### src/rtl/fetch_controller_pkg.sv
// Shared definitions for the instruction fetch controller: data widths,
// address/word types and the fetch state encoding.
package fetch_controller_pkg;

  localparam int unsigned XLEN       = 32;
  localparam int unsigned INSN_BYTES = 4;

  typedef logic [XLEN-1:0] word;
  typedef logic [XLEN-1:0] word_address;

  typedef enum logic [1:0] {
    BOOT  = 2'd0,
    RUN   = 2'd1,
    FAULT = 2'd2
  } fetch_state_e;

  // Instructions are 4-byte aligned; any low address bit set is a fault.
  function automatic logic is_aligned(input word_address addr);
    return addr[1:0] == 2'b00;
  endfunction

endpackage

### src/rtl/fetch_if.sv
// Fetch controller bus: redirect/stall control, instruction memory port and
// the decoded-side fetch outputs.
interface fetch_if;
  import fetch_controller_pkg::*;

  logic                stall;
  logic                redirect_valid;
  word_address         redirect_target;
  logic                mem_read;
  word_address         mem_addr;
  word                 mem_instruction;
  logic                fetch_valid;
  word_address         fetch_pc;
  word                 fetch_instruction;
  logic                fetch_fault;
  logic [XLEN-1:0]     fetch_count;

  modport master (
    input  stall, redirect_valid, redirect_target, mem_instruction,
    output mem_read, mem_addr, fetch_valid, fetch_pc, fetch_instruction,
           fetch_fault, fetch_count
  );

  modport slave (
    output stall, redirect_valid, redirect_target, mem_instruction,
    input  mem_read, mem_addr, fetch_valid, fetch_pc, fetch_instruction,
           fetch_fault, fetch_count
  );

endinterface

### src/rtl/fetch_controller.sv
// Sequential instruction fetch from a one-cycle synchronous memory, with
// stall hold, redirect and a sticky misaligned-redirect fault.
module fetch_controller
  import fetch_controller_pkg::*;
#(
  parameter word_address RESET_PC = 32'h0000_0000
) (
  input  logic     clock,
  input  logic     reset,
  fetch_if.master  bus
);

  if (RESET_PC[1:0] != 2'b00) begin : g_reset_pc_check
    $error("fetch_controller: RESET_PC must be 4-byte aligned");
  end

  fetch_state_e    r_state, w_state_n;
  word_address     r_pc, w_pc_n;
  word_address     r_fetch_pc, w_fetch_pc_n;
  logic            r_fetch_valid, w_fetch_valid_n;
  logic            r_fetch_fault, w_fetch_fault_n;
  logic [XLEN-1:0] r_fetch_count, w_fetch_count_n;
  logic            w_read;

  // Next-state: redirect beats stall; a held instruction blocks new reads.
  always_comb begin
    w_state_n       = r_state;
    w_pc_n          = r_pc;
    w_fetch_pc_n    = r_fetch_pc;
    w_fetch_valid_n = r_fetch_valid;
    w_fetch_fault_n = r_fetch_fault;
    w_fetch_count_n = r_fetch_count;
    w_read          = 1'b0;

    if (r_fetch_valid && !bus.stall) begin
      w_fetch_count_n = r_fetch_count + XLEN'(1);
    end

    case (r_state)
      BOOT: begin
        w_state_n       = RUN;
        w_fetch_valid_n = 1'b0;
        if (bus.redirect_valid) begin
          if (is_aligned(bus.redirect_target)) begin
            w_pc_n = bus.redirect_target;
          end else begin
            w_state_n       = FAULT;
            w_fetch_fault_n = 1'b1;
          end
        end
      end
      RUN: begin
        if (bus.redirect_valid) begin
          w_fetch_valid_n = 1'b0;
          if (is_aligned(bus.redirect_target)) begin
            w_pc_n = bus.redirect_target;
          end else begin
            w_state_n       = FAULT;
            w_fetch_fault_n = 1'b1;
          end
        end else if (!(bus.stall && r_fetch_valid)) begin
          w_read          = 1'b1;
          w_pc_n          = r_pc + word_address'(INSN_BYTES);
          w_fetch_pc_n    = r_pc;
          w_fetch_valid_n = 1'b1;
        end
      end
      FAULT: begin
        w_fetch_valid_n = 1'b0;
      end
      default: begin
        w_state_n       = BOOT;
        w_fetch_valid_n = 1'b0;
      end
    endcase
  end

  always_ff @(posedge clock or posedge reset) begin
    if (reset) begin
      r_state       <= BOOT;
      r_pc          <= RESET_PC;
      r_fetch_pc    <= RESET_PC;
      r_fetch_valid <= 1'b0;
      r_fetch_fault <= 1'b0;
      r_fetch_count <= '0;
    end else begin
      r_state       <= w_state_n;
      r_pc          <= w_pc_n;
      r_fetch_pc    <= w_fetch_pc_n;
      r_fetch_valid <= w_fetch_valid_n;
      r_fetch_fault <= w_fetch_fault_n;
      r_fetch_count <= w_fetch_count_n;
    end
  end

  // Memory address is the live pc; the returned word is passed straight on.
  assign bus.mem_read          = w_read;
  assign bus.mem_addr          = r_pc;
  assign bus.fetch_instruction = bus.mem_instruction;
  assign bus.fetch_valid       = r_fetch_valid;
  assign bus.fetch_pc          = r_fetch_pc;
  assign bus.fetch_fault       = r_fetch_fault;
  assign bus.fetch_count       = r_fetch_count;

endmodule
### src/flat_wrapper.sv
// flat-port wrapper written by rule: the top's interface ports become plain ports
module fetch_controller_flat import fetch_controller_pkg::*;
#(
  parameter word_address RESET_PC = 32'h0000_0000
)
  (clock, reset, bus_stall, bus_redirect_valid, bus_redirect_target, bus_mem_instruction, bus_mem_read, bus_mem_addr, bus_fetch_valid, bus_fetch_pc, bus_fetch_instruction, bus_fetch_fault, bus_fetch_count);
  fetch_if bus_i ();
  input  logic clock;
  input  logic reset;
  input wire logic [$bits(bus_i.stall)-1:0] bus_stall;
  input wire logic [$bits(bus_i.redirect_valid)-1:0] bus_redirect_valid;
  input wire logic [$bits(bus_i.redirect_target)-1:0] bus_redirect_target;
  input wire logic [$bits(bus_i.mem_instruction)-1:0] bus_mem_instruction;
  output wire logic [$bits(bus_i.mem_read)-1:0] bus_mem_read;
  output wire logic [$bits(bus_i.mem_addr)-1:0] bus_mem_addr;
  output wire logic [$bits(bus_i.fetch_valid)-1:0] bus_fetch_valid;
  output wire logic [$bits(bus_i.fetch_pc)-1:0] bus_fetch_pc;
  output wire logic [$bits(bus_i.fetch_instruction)-1:0] bus_fetch_instruction;
  output wire logic [$bits(bus_i.fetch_fault)-1:0] bus_fetch_fault;
  output wire logic [$bits(bus_i.fetch_count)-1:0] bus_fetch_count;
  assign bus_i.stall = bus_stall;
  assign bus_i.redirect_valid = bus_redirect_valid;
  assign bus_i.redirect_target = bus_redirect_target;
  assign bus_i.mem_instruction = bus_mem_instruction;
  assign bus_mem_read = bus_i.mem_read;
  assign bus_mem_addr = bus_i.mem_addr;
  assign bus_fetch_valid = bus_i.fetch_valid;
  assign bus_fetch_pc = bus_i.fetch_pc;
  assign bus_fetch_instruction = bus_i.fetch_instruction;
  assign bus_fetch_fault = bus_i.fetch_fault;
  assign bus_fetch_count = bus_i.fetch_count;
  fetch_controller #(.RESET_PC(RESET_PC)) u_core (.clock(clock), .reset(reset), .bus(bus_i));
endmodule
### config.mk
export PLATFORM = sky130hd
export DESIGN_NAME = fetch_controller_flat
export DESIGN_NICKNAME = d
export VERILOG_FILES = /design/src/rtl/fetch_controller_pkg.sv /design/src/rtl/fetch_if.sv /design/src/rtl/fetch_controller.sv /design/src/flat_wrapper.sv
export SDC_FILE = /design/constraint.sdc
export NUM_CORES = 1
export LEC_CHECK = 0
export ABC_AREA = 1
export BUFFER_PORTS_ARGS = -buffer_cell sky130_fd_sc_hd__buf_2
export CAP_MARGIN = 5
export CORE_MARGIN = 2
export CORE_UTILIZATION = 47
export CTS_BUF_LIST = sky130_fd_sc_hd__clkbuf_16
export DETAILED_ROUTE_END_ITERATION = 16
export PLACE_DENSITY = 0.76
export SYNTH_ARGS = -nofsm -noshare
export SYNTH_HDL_FRONTEND = slang
export SYNTH_SLANG_ARGS = --single-unit
### constraint.sdc
create_clock -name clock -period 8.5 [get_ports clock]
set_clock_uncertainty 0.05 [all_clocks]
set_input_delay 0.425 -clock clock [delete_from_list [all_inputs] [get_ports clock]]
set_output_delay 0.425 -clock clock [all_outputs]
set_load 0.05 [all_outputs]
== Yosys cells after proc, flatten, opt, wreduce, memory -nomap -nowiden ==
Index checks and enable logic that the tools add are counted.
Storage, ports and cells
  flip-flop bits (word level): 100
  bits of input ports: 68
  output and inout port bits: 131
  logic and storage cells: 45
Cells by class
  add/subtract/negate cells: 2
  equal/unequal tests: 6
  multiplexer cells: 16
  bitwise operators: 4
  reductions and logical operators: 11
Operators by type and width (number)
  2-to-1 mux 32 bit: 4
  one-hot mux 32 bit (2 select lines): 1
  adder 32 x 1 -> 32 bit, second input constant: 1
  adder 32 x 3 -> 32 bit, second input constant: 1
  AND reduction 3 bit: 4
  2-to-1 mux 2 bit: 4
  2-to-1 mux 1 bit: 6
  != test 2 bit, second input constant: 3
  one-hot mux 2 bit (3 select lines): 1
  zero test 2 bit: 2
  NOT 1 bit: 4
  != test 3 bit, second input constant: 1
  equality test 2 x 1 -> 1 bit, second input constant: 1
  equality test 2 bit, second input constant: 1
  logical AND 1 bit: 2
  nonzero test 2 bit: 1
  OR reduction 2 bit: 1
  zero test 1 bit: 1

== Logic depth before layout (Yosys ltp) ==
Gate-level depths: netlist of run 1.
  depth in word-level cells: 4
  depth in mapped cells: 10
  gate-level depth less buffers: 10

== Worst setup path after synthesis of run 1 ==
OpenSTA, ideal clock, no wires.
  path type: reg2reg
  from: reg u_core.r_fetch_count[1], in the netlist u_core.bus.fetch_count[1]
  to: reg u_core.r_fetch_count[26], in the netlist u_core.bus.fetch_count[26]
  library setup time: 0.120 ns
  arrival: 1.737 ns
  data required time: 8.330 ns
  slack: 6.593 ns
  stages on the path, launching flop included: 9
  path buffers: 0
  clock period less this slack: 1.907 ns
  cells stage by stage: dfrtp_1 ha_1 nand3_1 nor2_4 nand3_4 nor3b_2 nand2_1 nand2_1 nand2_1
Between the ends
  word-level cells in the longest chain between the ends: 1
RTL lines
  from (decl): RTL line fetch_controller.sv:22  | logic [XLEN-1:0] r_fetch_count, w_fetch_count_n;
  from (signal assigned): RTL line fetch_controller.sv:92  | r_fetch_count <= w_fetch_count_n;
  adder 32 x 1 -> 32 bit: RTL line fetch_controller.sv:36  | w_fetch_count_n = r_fetch_count + XLEN'(1);
No other way between the ends.
A chain may end at the register's enable or synchronous reset.

== Worst setup path after layout of run 1 ==
  from: reg u_core.r_state[1]
  to: out bus_mem_read
Between the ends
  word-level cells in the longest chain between the ends: 2
RTL lines
  from (decl): RTL line fetch_controller.sv:17  | fetch_state_e r_state, w_state_n;
  from (signal assigned): RTL line fetch_controller.sv:87  | r_state <= w_state_n;
  equality test 2 x 1 -> 1 bit: RTL line fetch_controller.sv:39  | case (r_state)
  2-to-1 mux 1 bit: RTL line fetch_controller.sv:39
  to (decl): RTL line flat_wrapper.sv:14  | output wire logic [$bits(bus_i.mem_read)-1:0] bus_mem_read;
No other way between the ends.

==> impl_metrics.tcl, run 1 <==
set metrics [dict create \
    htreeDepth 3 \
    worstSetupPathType "reg -> out" \
    power_leakage_nw 3.41 \
    numCtsBuffers 9 \
    netlist_top_cells_area "dfrtp_1 43%, nand2_1 15%, nor2_1 6.2%, buf_4 4.9%, inv_1 4.7%" \
    clockRootBuffer "clkbuf_16" \
    cap_violations 0 \
    synth_top_cell_by_area "dfrtp_1" \
    internal-power_mw 1.11 \
    grt_pass1_vias 4910 \
    nets 940 \
    finalSetupTns_ns 0 \
    crit_fanout 17 \
    clk_pin_slew_ns 0.07 \
    post_cts_buffers 0 \
    final_layout_size_suffix_gt1_frac 0.229 \
    synth_edf_count 0 \
    vias 5339 \
    hp-class "in -> reg" \
    clk_path_buf_depth 2 \
    wl_um 15100 \
    tightest_slew_ns 0.992 \
    pwr-share-seq 0.331 \
    pwr-share-comb 0.502 \
    start_util 0.480 \
    fill_cells 1157 \
    rsz0062_at_grt "no" \
    syn_nets 839 \
    cts_hold_buffers 1 \
    ys_top_cells_by_count "236 x nand2_1, 100 x dfrtp_1, 95 x nor2_1" \
    ys_warn_count 0 \
    vias_per_cell 5.22 \
    ys_types 38 \
    antennaDiodeCount 0 \
    end_kind "primary output" \
    clock.fmax_mhz 449 \
    ir_worst_vdd_mv 0.248 \
    slew_violations 0 \
    ys_seq_area_frac 0.434 \
    multi_input_area_sq_mm 0.00260 \
    period_minus_slack_ns 2.23 \
    io_pins 199 \
    outcome "finished clean" \
    crit_arrival_ns 1.75 \
    die_x_um 115 \
    netlist_instances 769 \
    die_h_um 115 \
    power.share.switching 0.546 \
    required_ns 8.03 \
    register_area_sq_mm 0.00250 \
    pwr-share-clk 0.167 \
    power.switching_mw 1.33 \
    synth_seq_cells 100 \
    synth_top_cell_area_share 0.434 \
    gp_congestion 0.885 \
    overflow 0 \
    async_flop_share 1.00 \
    die_area_sq_mm 0.0132 \
    cts.sinks 100 \
    grt_max_degree 79 \
    syn_to_final_growth_pct 14.1 \
    track_usage 0.233 \
    port_buffers 134 \
    worstSkewPairLatency_ns 0.36 \
    grt_pass1_wl_um 24300 \
    mappedNetlistArea_sq_mm 0.00577 \
    drc_errors 0 \
    fin_crit_sh 0.262 \
    post-dp-hpwl_um 11100 \
    worst_setup_path_start_kind "flop" \
    antenna_found_initial 0 \
    ant_nets 0 \
    syn_avg_cell_area_sq_um 7.50 \
    core_area_sq_mm 0.0120 \
    max_slew_margin 0.339 \
    drt-initial-drc-count 354 \
    cts_tree "built" \
    fp-row-count 40 \
    finalSetupViolations 0 \
    power_density_mw_per_mm2 371 \
    hold_viol 0 \
    yosysMostFrequentCell "nand2_1" \
    cts_resized 0 \
    dr.pass1.iters 6 \
    ys.flop_type "dfrtp_1" \
    wl_per_cell_um 14.8 \
    total_power_mw 2.44 \
]
==> cell usage in the layout (no fill, tap or decap), drive strengths merged <==
| cell | count |
|---|---|
| a21oi | 19 |
| a22oi | 2 |
| a31oi | 2 |
| buf | 135 |
| clkbuf | 9 |
| clkinv | 3 |
| dfrtp | 100 |
| dlygate4sd3 | 1 |
| ha | 2 |
| inv | 87 |
| nand2 | 247 |
| nand3 | 41 |
| nand3b | 5 |
| nand4 | 17 |
| nor2 | 109 |
| nor3 | 11 |
| nor3b | 1 |
| o211ai | 1 |
| o21ai | 44 |
| o21bai | 2 |
| o221ai | 1 |
| o22ai | 8 |
| or2 | 6 |
| xnor2 | 9 |
| xor2 | 13 |
==> stage by stage <==
stage	hold slack [ns]	instance area (sq um)	setup WS (ns)	cells	utilization
CTS	0.244	6580	6.27	1022	0.548
global placement	0.351	6280	6.38	1005	0.523
global route	0.264	6580	6.19	1022	0.548
finish	0.248	6580	6.27	1022	0.548
detailed placement	0.357	6280	6.27	1005	0.523
floorplan	0.419	5770	5.41	769	-
==> critical path, cell delays in order (launching register included) <==
cell and delay (ns):
dfrtp_1 0.45, inv_2 0.12, nand2_1 0.09, nor2_4 0.38, buf_2 0.35
==> final cells by class <==
| class | count | area share |
|---|---|---|
| well taps | 147 | 0.0279 |
| clock buffers | 9 | 0.0342 |
| multi-input cells | 540 | 0.396 |
| inverters | 83 | 0.0477 |
| clock inverters | 7 | 0.00970 |
| repair buffers | 136 | 0.105 |
| flip-flops and latches | 100 | 0.380 |
==> state kept, by name, indices dropped and copies added, names as in the netlist <==
| name | cells |
|---|---|
| u_core.bus.fetch_count | 32 |
| u_core.bus.fetch_pc | 32 |
| u_core.bus.mem_addr | 32 |
| u_core.r_state | 2 |
| u_core.bus.fetch_fault | 1 |
| u_core.bus.fetch_valid | 1 |
==> routing by layer <==
metal,routed length (um),GRT usage
met5,0,0
met4,370,0.0948
met3,937,0.0374
met2,7220,0.385
met1,6570,0.309
==> final timing paths <==
kind                                                      from                                   to  slack [ns]  cells past startpoint
setup / recovery                 u_core.r_state[1]$_DFFE_PP0P_                         bus_mem_read        6.27                      4
hold / removal                         bus_redirect_target[24]  u_core.bus.mem_addr[24]$_DFFE_PP0P_        0.25                      3
setup reg to reg                 u_core.r_state[1]$_DFFE_PP0P_  u_core.bus.mem_addr[29]$_DFFE_PP0P_        6.40                      8
hold reg to reg            u_core.bus.fetch_pc[26]$_DFFE_PP0P_  u_core.bus.fetch_pc[26]$_DFFE_PP0P_        0.42                      2
max in group asynchronous                                reset  u_core.bus.mem_addr[20]$_DFFE_PP0P_        6.61                      4
min in group asynchronous                                reset   u_core.bus.fetch_pc[3]$_DFFE_PP0P_        0.52                      3
==> power groups by stage <==
stage | Combinational, mW | Sequential, mW | Clock, mW
global placement | 1.21 | 0.812 | 0
CTS | 1.23 | 0.806 | 0.412
finish | 1.23 | 0.808 | 0.408
floorplan | 0.474 | 1.30 | 0
global route | 1.32 | 0.829 | 0.432
detailed placement | 1.23 | 0.814 | 0
==> cells by family (layout without fill, tap and decap cells) <==
logic type | Yosys count | after routing | synth area share
AO/OA/AOI/OAI | 79 | 79 | 0.0755
XOR/XNOR | 22 | 22 | 0.0334
adder cells (fa/ha/maj) | 2 | 2 | 0.00434
buffers and inverters | 129 | 235 | 0.114
flip-flops | 100 | 100 | 0.434
AND/OR/NAND/NOR | 437 | 437 | 0.338
No activity file was read; power rests on OpenSTA's default activity.
==> run 2: changes to the inputs <==
==> constraint.sdc (replaced) <==
create_clock -name clock -period 2.1 [get_ports clock]
set_clock_uncertainty 0.05 [all_clocks]
set_input_delay 0.105 -clock clock [delete_from_list [all_inputs] [get_ports clock]]
set_output_delay 0.105 -clock clock [all_outputs]
set_load 0.05 [all_outputs]
==> impl_metrics.tcl, run 2 (same netlist as run 1, synthesis figures left out) <==
set metrics [dict create \
    outcome "finished clean" \
    final_common_cell "nand2_1" \
    wl_per_cell_um 14.9 \
    period_minus_slack_ns 1.86 \
    grt_max_degree 37 \
    finalSetupTns_ns 0 \
    end_kind "primary output" \
    slew_violations 0 \
    startpoint "u_core.r_state[1]$_DFFE_PP0P_" \
    antenna_found_initial 0 \
    worstSkewPairLatency_ns 0.36 \
    cp_cell_sequence "inv_2 > nand2_1 > nor2_4 > buf_4 > buf_2" \
    power_density_mw_per_mm2 1460 \
    die_area_sq_mm 0.0132 \
    ir_worst_vdd_mv 0.900 \
    cts.sinks 100 \
    track_usage 0.245 \
    grt_pass1_wl_um 25400 \
    post-dp-hpwl_um 11700 \
    hp-class "in -> reg" \
    clockRootBuffer "clkbuf_16" \
    gp_congestion 0.916 \
    worst_setup_path_start_kind "flop" \
    crit_buf_inv 3 \
    post_cts_buffers 0 \
    cts_tree "built" \
    wl_um 15500 \
    cap_violations 0 \
    worstSetupPathType "reg -> out" \
    vias 5425 \
    slowest_delay_ns 0.45 \
    dr.pass1.iters 5 \
    tightest_slew_ns 0.675 \
    layout_common_cells "236 x nand2_1, 134 x buf_2, 100 x dfrtp_1" \
    reg2reg_depth 10 \
    start_util 0.480 \
    clk_pin_slew_ns 0.07 \
    grt_pass1_vias 5090 \
    ff2ff_setup_slack_ns 0.33 \
    hold_start "bus_redirect_target[14]" \
    drc_errors 0 \
    core_area_sq_mm 0.0120 \
    fill_cells 1114 \
    syn_to_final_growth_pct 17.4 \
    final_layout_size_suffix_gt1_frac 0.236 \
    power_leakage_nw 3.49 \
    clock.fmax_mhz 539 \
    cts_resized 0 \
    hold_depth 4 \
    path_delay_family "buffers and inverters" \
    port_buffers 134 \
    crit_fanout 16 \
    io_pins 199 \
    drt-initial-drc-count 377 \
    fin_ws_ns 0.244 \
    nets 960 \
    dpl_worst_slack_ns 0.355 \
    final_util 0.564 \
    max_slew_margin 0.549 \
    hold_viol 0 \
    fp-row-count 40 \
    fin_crit_sh 0.884 \
    clk_path_buf_depth 2 \
    finalSetupViolations 0 \
    numCtsBuffers 9 \
    ant_nets 0 \
    hold_end "u_core.bus.mem_addr[14]$_DFFE_PP0P_" \
    overflow 0 \
    rsz0062_at_grt "no" \
    antennaDiodeCount 0 \
    total_power_mw 9.91 \
    die_x_um 115 \
    slowest_stage "dfrtp_1" \
    worstReg2RegEnd "u_core.bus.mem_addr[16]$_DFFE_PP0P_" \
    r2r_start "u_core.bus.mem_addr[2]$_DFFE_PP0P_" \
    crit_arrival_ns 1.70 \
    fin_hold_ws_ns 0.0188 \
    htreeDepth 3 \
    vias_per_cell 5.21 \
    required_ns 1.95 \
    die_h_um 115 \
]
-- run 2: cell types whose count changed in the layout (fill, tap and decap cells not counted), sizes merged --
| cell | delta |
|---|---|
| buf | +11 |
| clkinv | +2 |
| clkinvlp | +4 |
| dlygate4sd3 | +9 |
| inv | -6 |
-- run 2: through the flow --
| stage | cells | instance area [sq um] |
|---|---|---|
| after global routing | 1042 | 6770 |
| final | 1042 | 6770 |
| after global placement | 1016 | 6390 |
| after CTS | 1042 | 6770 |
| after detailed placement | 1016 | 6390 |
| after floorplan | 769 | 5770 |
-- run 2: worst reg2reg max path, stage by stage (launching register included) --
cell and delay [ns]:
dfrtp_1 0.46, ha_1 0.28, inv_1 0.06, nor2_1 0.12
nand2_2 0.12, nor2_8 0.19, nand2_2 0.09, clkinv_1 0.09
nand3_1 0.08, nand2_1 0.07, nor2_1 0.04
-- run 2: timing repair --
action / 4_1_cts / 5_1_grt
hold buffers: 10 / 0
hold endpoints to repair: 38 / 0
endpoints found under the setup margin: 0 / 0
-- run 2: routing by layer --
metal,GRT usage,routed length (um),vias to the layer above
met5,0,0,-
met4,0.107,402,0
met3,0.0416,865,27
met2,0.394,7430,194
met1,0.328,6860,2564
li1,-,-,2640
-- run 2: worst max path at each step --
stage | to | cells past startpoint | slack (ns)
CTS | bus_mem_read | 5 | 0.24
detailed placement | u_core.bus.mem_addr[13]$_DFFE_PP0P_ | 7 | 0.36
global route | u_core.bus.mem_addr[28]$_DFFE_PP0P_ | 10 | 0.12
floorplan | u_core.bus.fetch_count[26]$_DFFE_PP0P_ | 8 | 0.19
finish | bus_mem_read | 5 | 0.24
global placement | u_core.bus.mem_addr[14]$_DFFE_PP0P_ | 10 | 0.40
-- run 2: final cells by class --
class / count / area (sq um) / share of cell area
Multi-Input combinational cell: 540 / 2600 / 0.385
Sequential cell: 100 / 2500 / 0.370
Timing Repair Buffer: 156 / 886 / 0.131
Inverter: 83 / 315 / 0.0466
Clock buffer: 9 / 225 / 0.0333
Tap cell: 147 / 184 / 0.0272
Clock inverter: 7 / 53.8 / 0.00795
-- run 2: report_power, final --
| group | total (mW) | leakage [nW] | internal (mW) | switching [mW] |
|---|---|---|---|---|
| sequential | 3.23 | 1.22 | 2.55 | 0.678 |
| combinational | 5.10 | 2.14 | 1.17 | 3.93 |
| clock | 1.58 | 0.128 | 0.808 | 0.768 |
| total | 9.91 | 3.49 | 4.53 | 5.38 |
